**config.mk**
```make
export PLATFORM = sky130hd
export DESIGN_NAME = imm_decode_pipe
export DESIGN_NICKNAME = d
export VERILOG_FILES = /design/src/rtl/imm_pkg.sv /design/src/rtl/imm_extract.sv /design/src/rtl/imm_decode_pipe.sv
export SDC_FILE = /design/constraint.sdc
export NUM_CORES = 1
export LEC_CHECK = 0
export ABC_AREA = 1
export CORE_MARGIN = 4
export CORE_UTILIZATION = 45
export DETAILED_ROUTE_END_ITERATION = 10
export PLACE_DENSITY_LB_ADDON = 0.15
export SLEW_MARGIN = 25
export SYNTH_ARGS = -nofsm -noshare
export SYNTH_HDL_FRONTEND = slang
export SYNTH_HIERARCHICAL = 1
export SYNTH_SLANG_ARGS = --single-unit
```
**constraint.sdc**
```tcl
create_clock -name clk -period 4.1 [get_ports clk]
set_input_delay 0.82 -clock clk [delete_from_list [all_inputs] [get_ports clk]]
set_output_delay 0.82 -clock clk [all_outputs]
set_load 0.02 [all_outputs]
```
**src/rtl/imm_pkg.sv**
```systemverilog
// Shared types and encodings for the RISC-V immediate decode pipeline.
// Holds the format code enum, base opcode constants, compressed
// quadrant/funct3 constants and the stage-1 payload struct.
package imm_pkg;

    localparam int unsigned INSN_W = 32;
    localparam int unsigned FMT_W  = 4;

    // Format code presented on out_fmt
    typedef enum logic [FMT_W-1:0] {
        FMT_NONE = 4'd0,
        FMT_I    = 4'd1,
        FMT_S    = 4'd2,
        FMT_B    = 4'd3,
        FMT_U    = 4'd4,
        FMT_J    = 4'd5,
        FMT_CI   = 4'd6,
        FMT_CB   = 4'd7,
        FMT_CJ   = 4'd8
    } fmt_e;

    // Base (32-bit) major opcodes, insn[6:0]
    localparam logic [6:0] OP_LOAD   = 7'b0000011;
    localparam logic [6:0] OP_IMM    = 7'b0010011;
    localparam logic [6:0] OP_JALR   = 7'b1100111;
    localparam logic [6:0] OP_STORE  = 7'b0100011;
    localparam logic [6:0] OP_BRANCH = 7'b1100011;
    localparam logic [6:0] OP_LUI    = 7'b0110111;
    localparam logic [6:0] OP_AUIPC  = 7'b0010111;
    localparam logic [6:0] OP_JAL    = 7'b1101111;

    // Quadrant field insn[1:0]; 11 marks a full-width word
    localparam logic [1:0] QUAD_C1   = 2'b01;
    localparam logic [1:0] QUAD_BASE = 2'b11;

    // Quadrant-1 funct3 values, insn[15:13]
    localparam logic [2:0] C1_F3_ADDI     = 3'b000;
    localparam logic [2:0] C1_F3_JAL_ADDIW = 3'b001;
    localparam logic [2:0] C1_F3_LI       = 3'b010;
    localparam logic [2:0] C1_F3_J        = 3'b101;
    localparam logic [2:0] C1_F3_BEQZ     = 3'b110;
    localparam logic [2:0] C1_F3_BNEZ     = 3'b111;

    // Stage-1 payload: raw word plus the classification made at accept time
    typedef struct packed {
        logic [INSN_W-1:0] insn;
        fmt_e              fmt;
        logic              compressed;
        logic              illegal;
    } s1_t;

endpackage

```
**src/rtl/imm_extract.sv**
```systemverilog
// Combinational immediate extractor.
// Ports:
//   insn - raw instruction word (compressed words in [15:0])
//   fmt  - format already chosen by the classifier
//   imm  - immediate sign-extended from its top encoded bit to XLEN
module imm_extract
    import imm_pkg::*;
#(
    parameter int unsigned XLEN = 32
) (
    input  logic [INSN_W-1:0] insn,
    input  fmt_e              fmt,
    output logic [XLEN-1:0]   imm
);

    // Quadrant bits carry no immediate payload in any format
    logic unused_quad;
    assign unused_quad = ^insn[1:0];

    // Each field is gathered into a signed vector so the XLEN cast sign-extends
    always_comb begin
        imm = '0;
        case (fmt)
            FMT_I:  imm = XLEN'($signed(insn[31:20]));
            FMT_S:  imm = XLEN'($signed({insn[31:25], insn[11:7]}));
            FMT_B:  imm = XLEN'($signed({insn[31], insn[7], insn[30:25],
                                         insn[11:8], 1'b0}));
            FMT_U:  imm = XLEN'($signed({insn[31:12], 12'h000}));
            FMT_J:  imm = XLEN'($signed({insn[31], insn[19:12], insn[20],
                                         insn[30:21], 1'b0}));
            FMT_CI: imm = XLEN'($signed({insn[12], insn[6:2]}));
            // offset[11|4|9:8|10|6|7|3:1|5] = insn[12:2]
            FMT_CJ: imm = XLEN'($signed({insn[12], insn[8], insn[10:9],
                                         insn[6], insn[7], insn[2],
                                         insn[11], insn[5:3], 1'b0}));
            // offset[8|4:3] = insn[12|11:10], offset[7:6|2:1|5] = insn[6:5|4:3|2]
            FMT_CB: imm = XLEN'($signed({insn[12], insn[6:5], insn[2],
                                         insn[11:10], insn[4:3], 1'b0}));
            default: imm = '0;
        endcase
    end

endmodule

```
**src/rtl/imm_decode_pipe.sv**
```systemverilog
// Two-stage RISC-V immediate decode pipeline between fetch and register read.
// Stage 1 latches the word and its format; stage 2 holds the extracted
// immediate and flags. Valid/ready on both sides, with ready propagating
// combinationally back through both stages.
// Ports:
//   clk, resetn            - clock, async active-low reset
//   flush                  - drops everything in flight at the next edge
//   in_valid/in_ready      - input handshake, in_insn is the raw word
//   out_valid/out_ready    - output handshake
//   out_imm                - XLEN sign-extended immediate
//   out_fmt                - format code (fmt_e)
//   out_compressed         - source word was 16-bit
//   out_illegal            - word not decodable under RVC/XLEN
//   illegal_cnt            - saturating count of illegal results handed off
module imm_decode_pipe
    import imm_pkg::*;
#(
    parameter int unsigned XLEN  = 32,
    parameter int unsigned RVC   = 1,
    parameter int unsigned CNT_W = 16
) (
    input  logic              clk,
    input  logic              resetn,
    input  logic              flush,
    input  logic              in_valid,
    output logic              in_ready,
    input  logic [INSN_W-1:0] in_insn,
    output logic              out_valid,
    input  logic              out_ready,
    output logic [XLEN-1:0]   out_imm,
    output logic [FMT_W-1:0]  out_fmt,
    output logic              out_compressed,
    output logic              out_illegal,
    output logic [CNT_W-1:0]  illegal_cnt
);

    logic            s1_valid;
    logic            s2_valid;
    s1_t             s1_q;
    logic            s1_adv;
    logic            s2_adv;
    logic            in_fire;
    logic            out_fire;
    fmt_e            cls_fmt;
    logic            cls_comp;
    logic            cls_ill;
    logic [XLEN-1:0] s1_imm;

    // Format classifier on the incoming word
    always_comb begin
        cls_fmt  = FMT_NONE;
        cls_comp = (in_insn[1:0] != QUAD_BASE);
        cls_ill  = 1'b0;
        if (!cls_comp) begin
            case (in_insn[6:0])
                OP_LOAD, OP_IMM, OP_JALR: cls_fmt = FMT_I;
                OP_STORE:                 cls_fmt = FMT_S;
                OP_BRANCH:                cls_fmt = FMT_B;
                OP_LUI, OP_AUIPC:         cls_fmt = FMT_U;
                OP_JAL:                   cls_fmt = FMT_J;
                default:                  cls_fmt = FMT_NONE;
            endcase
        end else if (RVC == 0) begin
            cls_ill = 1'b1;
        end else if (in_insn[1:0] == QUAD_C1) begin
            case (in_insn[15:13])
                C1_F3_ADDI, C1_F3_LI: cls_fmt = FMT_CI;
                // c.jal on RV32, c.addiw on RV64
                C1_F3_JAL_ADDIW:      cls_fmt = (XLEN == 32) ? FMT_CJ : FMT_CI;
                C1_F3_J:              cls_fmt = FMT_CJ;
                C1_F3_BEQZ, C1_F3_BNEZ: cls_fmt = FMT_CB;
                default:              cls_fmt = FMT_NONE;
            endcase
        end
    end

    // Handshake: ready ripples back through both stages in the same cycle
    assign s2_adv    = !s2_valid || out_ready;
    assign s1_adv    = !s1_valid || s2_adv;
    assign in_ready  = s1_adv && !flush;
    assign in_fire   = in_valid && in_ready;
    assign out_fire  = s2_valid && out_ready;
    assign out_valid = s2_valid;

    // Stage 1: raw word and classification
    always_ff @(posedge clk or negedge resetn) begin
        if (!resetn) begin
            s1_valid <= 1'b0;
            s1_q     <= '0;
        end else if (flush) begin
            s1_valid <= 1'b0;
        end else if (s1_adv) begin
            s1_valid <= in_fire;
            if (in_fire) begin
                s1_q.insn       <= in_insn;
                s1_q.fmt        <= cls_fmt;
                s1_q.compressed <= cls_comp;
                s1_q.illegal    <= cls_ill;
            end
        end
    end

    imm_extract #(
        .XLEN (XLEN)
    ) u_extract (
        .insn (s1_q.insn),
        .fmt  (s1_q.fmt),
        .imm  (s1_imm)
    );

    // Stage 2: output registers, held while stalled
    always_ff @(posedge clk or negedge resetn) begin
        if (!resetn) begin
            s2_valid       <= 1'b0;
            out_imm        <= '0;
            out_fmt        <= FMT_NONE;
            out_compressed <= 1'b0;
            out_illegal    <= 1'b0;
        end else if (flush) begin
            s2_valid <= 1'b0;
        end else if (s2_adv) begin
            s2_valid <= s1_valid;
            if (s1_valid) begin
                out_imm        <= s1_imm;
                out_fmt        <= s1_q.fmt;
                out_compressed <= s1_q.compressed;
                out_illegal    <= s1_q.illegal;
            end
        end
    end

    // Saturating count of illegal results handed to the consumer
    always_ff @(posedge clk or negedge resetn) begin
        if (!resetn) begin
            illegal_cnt <= '0;
        end else if (out_fire && out_illegal && (illegal_cnt != {CNT_W{1'b1}})) begin
            illegal_cnt <= illegal_cnt + CNT_W'(1);
        end
    end

endmodule

```
# Yosys cells after proc, flatten, opt, wreduce, memory -nomap -nowiden
# Index checks and enable logic that the tools add are counted.
[totals]
input_bits = 37
out_inout_bits = 56
reg_bits = 76
wordCells = 58
[classes]
mux = 9
n_eq_ne = 23
n_reduce_logical = 17
n_bitwise = 1
[ops]
columns = ["cell", "count"]
rows = [
  ["$pmux 32 s8", 1],
  ["$eq 7x7->1 const B", 3],
  ["$eq 4x3->1 const B", 4],
  ["$pmux 3 s5", 1],
  ["$eq 7x5->1 const B", 2],
  ["$eq 7x6->1 const B", 2],
  ["$pmux 4 s3", 1],
  ["$eq 3x3->1 const B", 3],
  ["$eq 4x2->1 const B", 2],
  ["$mux 4", 2],
  ["$reduce_or 2->1", 4],
  ["$eq 7x2->1 const B", 1],
  ["$reduce_and 3->1", 2],
  ["$eq 4x1->1 const B", 1],
  ["$eq 4x4->1 const B", 1],
  ["$mux 1", 4],
  ["$reduce_bool 2->1", 2],
  ["$eq 3x1->1 const B", 1],
  ["$eq 3x2->1 const B", 1],
  ["$logic_not 1->1", 3],
  ["$logic_not 3->1", 1],
  ["$reduce_or 3->1", 1],
  ["$eq 2x1->1 const B", 1],
  ["$logic_and 1x1->1", 2],
  ["other kinds (3)", 4],
]

# Logic depth before layout (Yosys ltp)
[depth]
ltp_word = 7
depth_mapped = 10

# Hierarchy
# The synthesis kept the hierarchy.
[modules_own_cells]
columns = ["mod", "n_inst", "cells_each", "area_each_um2"]
rows = [
  ["imm_decode_pipe", 1, 371, 3359.5],
  ["imm_extract", 1, 178, 852.1],
]

# Worst setup path before layout
# Ideal clock, no wire load.
[synth_timing]
path_kind = "input to output"
start = "in out_ready"
end = "out in_ready"
required_ps = 3280
n_path_buf = 0
t_arrival_ps = 1139
path_stages = 4
path_slack_ps = 2141
path_cell_list = "inv_1 > nand3_2 > nand2_1 > inv_1"
[synth_between]
elab_chain_cells = 3
[synth_lines]
columns = ["element", "line", "rtl"]
rows = [
  ["start, declared", "imm_decode_pipe.sv:29", "input logic out_ready,"],
  ["$logic_or 1x1->1", "imm_decode_pipe.sv:78", "assign s2_adv = !s2_valid || out_ready;"],
  ["$logic_or 1x1->1", "imm_decode_pipe.sv:79", "assign s1_adv = !s1_valid || s2_adv;"],
  ["$logic_and 1x1->1", "imm_decode_pipe.sv:80", "assign in_ready = s1_adv && !flush;"],
  ["end, declared", "imm_decode_pipe.sv:26", "output logic in_ready,"],
]
# Every way passes these cells.

# Worst setup path after layout
# Same ends and word-level chain as after synthesis.

==> impl_metrics.toml <==
[route]
drt-total-wl_um = 9150
viasPerCell = 4.78
drtIter0Drc = 141
wl_per_cell_um = 12.7
vias = 3431
drtAntennaViolNets = 0
drc = 0
firstDrtPassIters = 4

[layout]
final_cell_area_um2 = 4990
fin_util = 0.564
n_antenna_cell = 0
area_growth_pct = 20.5
drive_above_1_share = 0.126
nets = 642

[pwr]
max-vdd-ir-drop_mv = 0.158
power_density_nw_per_um2 = 427
power_w = 0.00213
power_leakage_nw = 2.55

[worst_setup_path]
crit_type = "input port to primary output"
critPathMaxFanout = 3
crit_path_end_kind = "primary output"
slowest_stage = "clkdlybuf4s50_1"
cp.required_ns = 3.28
ff2ff_setup_slack_ns = 1.82
crit_path_start_kind = "input port"
cp.arrival_ns = 2.13
slowest_delay_ns = 0.60
path_buf_inv = 4
critical-path-top-delay-family = "buffers and inverters"
path_cells = "clkdlybuf4s50_1 > inv_1 > nand3_2 > nand2_1 > inv_1 > clkdlybuf4s50_1"

[clock_tree]
cts.sinks = 74
holdBufCountCts = 0
clockBufferDepth = 2
htreeDepth = 3
cts_resized = 0
numCtsBuffers = 9
clockRootBuffer = "clkbuf_8"
clk_pin_slew_ns = 0.08
post_cts.repair.setup_buffers = 0
clock_latency_ns = 0.36
cts_tree = "yes"

[timing]
setup_viol = 0
fin_crit_sh = 0.721
maxSlewHeadroom = 0.320
period_needed_ns = 2.95
tns_ns = 0
setup_ws_ns = 1.15
clock-skew-final_ns = 0.00867
rsz0062_at_grt = "no"
hold_viol = 0
maxSlewViolCount = 0
fmax_ghz = 0.338
tightest_slew_ns = 1.02

[grt]
met3_usage = 0.0329
busiest_layer = "met2"
grt_remaining_overflow = 0
grt_pass1_wl_um = 15900
grt_pass1_vias = 3336
grt_usage = 0.179
grt_max_degree = 76
use_met2 = 0.280
antenna_found_initial = 0
use_met1 = 0.243

[placed_design]
gp_congestion = 0.858
dpl_worst_slack_ns = 1.13
place_area_um2 = 4740
portBuffers = 75
post-dp-hpwl_um = 6570

[yosys]
syn_area_um2 = 4140
syn_area_per_cell_um2 = 7.64
netlist_instances = 542
yosys_warnings = 6

[floorplan]
core-area_um2 = 8850
initial_core_util = 0.468
num_io_pins = 93
die_h_um = 104
die_w_um = 104
rows = 34
dieArea_um2 = 10800

[run]
cap_violations = 0

[outcome]
status = "finished, final reports clean"

[hold_path]
min-delay-path-class = "input port to async pin"
-- flip-flops by register name (all words and copies together) (netlist names) --
signal          count
s1_q               35
s1_valid            1
out_compressed      1
out_valid           1
out_imm            32
out_fmt             4
-- stage by stage --
stage | hold slack, ns | cells
finish | 0.471 | 718
detailed placement | 0.471 | 702
floorplan | 0.449 | 558
CTS | 0.490 | 718
global route | 0.503 | 718
global placement | 0.464 | 702
-- report_power, final --
group	internal, W	switching [W]
registers	0.000833	0.0000808
clock network	0.000404	0.000283
logic	0.000227	0.000304
-- routing by layer --
metal | wire length (µm) | share of wire
met1 | 4200 | 0.46
met2 | 4210 | 0.46
met3 | 541 | 0.059
met4 | 197 | 0.022
met5 | 0 | 0
-- path summary, 6_finish.rpt --
path	start	end	cells past startpoint
max	out_ready	in_ready	6
min	resetn	out_imm[0]	1
max reg2reg	s1_q[3]	out_imm[11]	7
min reg2reg	out_imm[29]	out_imm[29]	2
max in group asynchronous	resetn	s1_q[23]	1
min in group clk	out_imm[29]	out_imm[29]	2
-- layout make-up --
type	instances	area, µm²
sequential	74	1850
tap	108	135
inverter	69	262
fill	884	3860
multi-input combinational	375	1740
timing repair buffer	76	759
clock inverter	7	118
clock buffer	9	124
-- cell usage in the layout (no fill, tap or decap) --
master,instances
o21ai_1,19
inv_2,5
buf_4,1
buf_6,1
nand4_1,1
nor2_1,46
clkdlybuf4s50_1,74
clkinv_4,2
clkbuf_8,9
clkinv_2,2
nand2_2,16
o21bai_1,1
a21oi_1,2
inv_4,1
inv_1,63
o21ai_0,7
nand2_1,186
dfrtp_1,74
conb_1,17
nand3_4,1
nor2_4,3
bufinv_16,3
nand3_2,5
nand3_1,43
o21ai_2,24
nor2_2,4
Power figures use the tool's default switching activity.
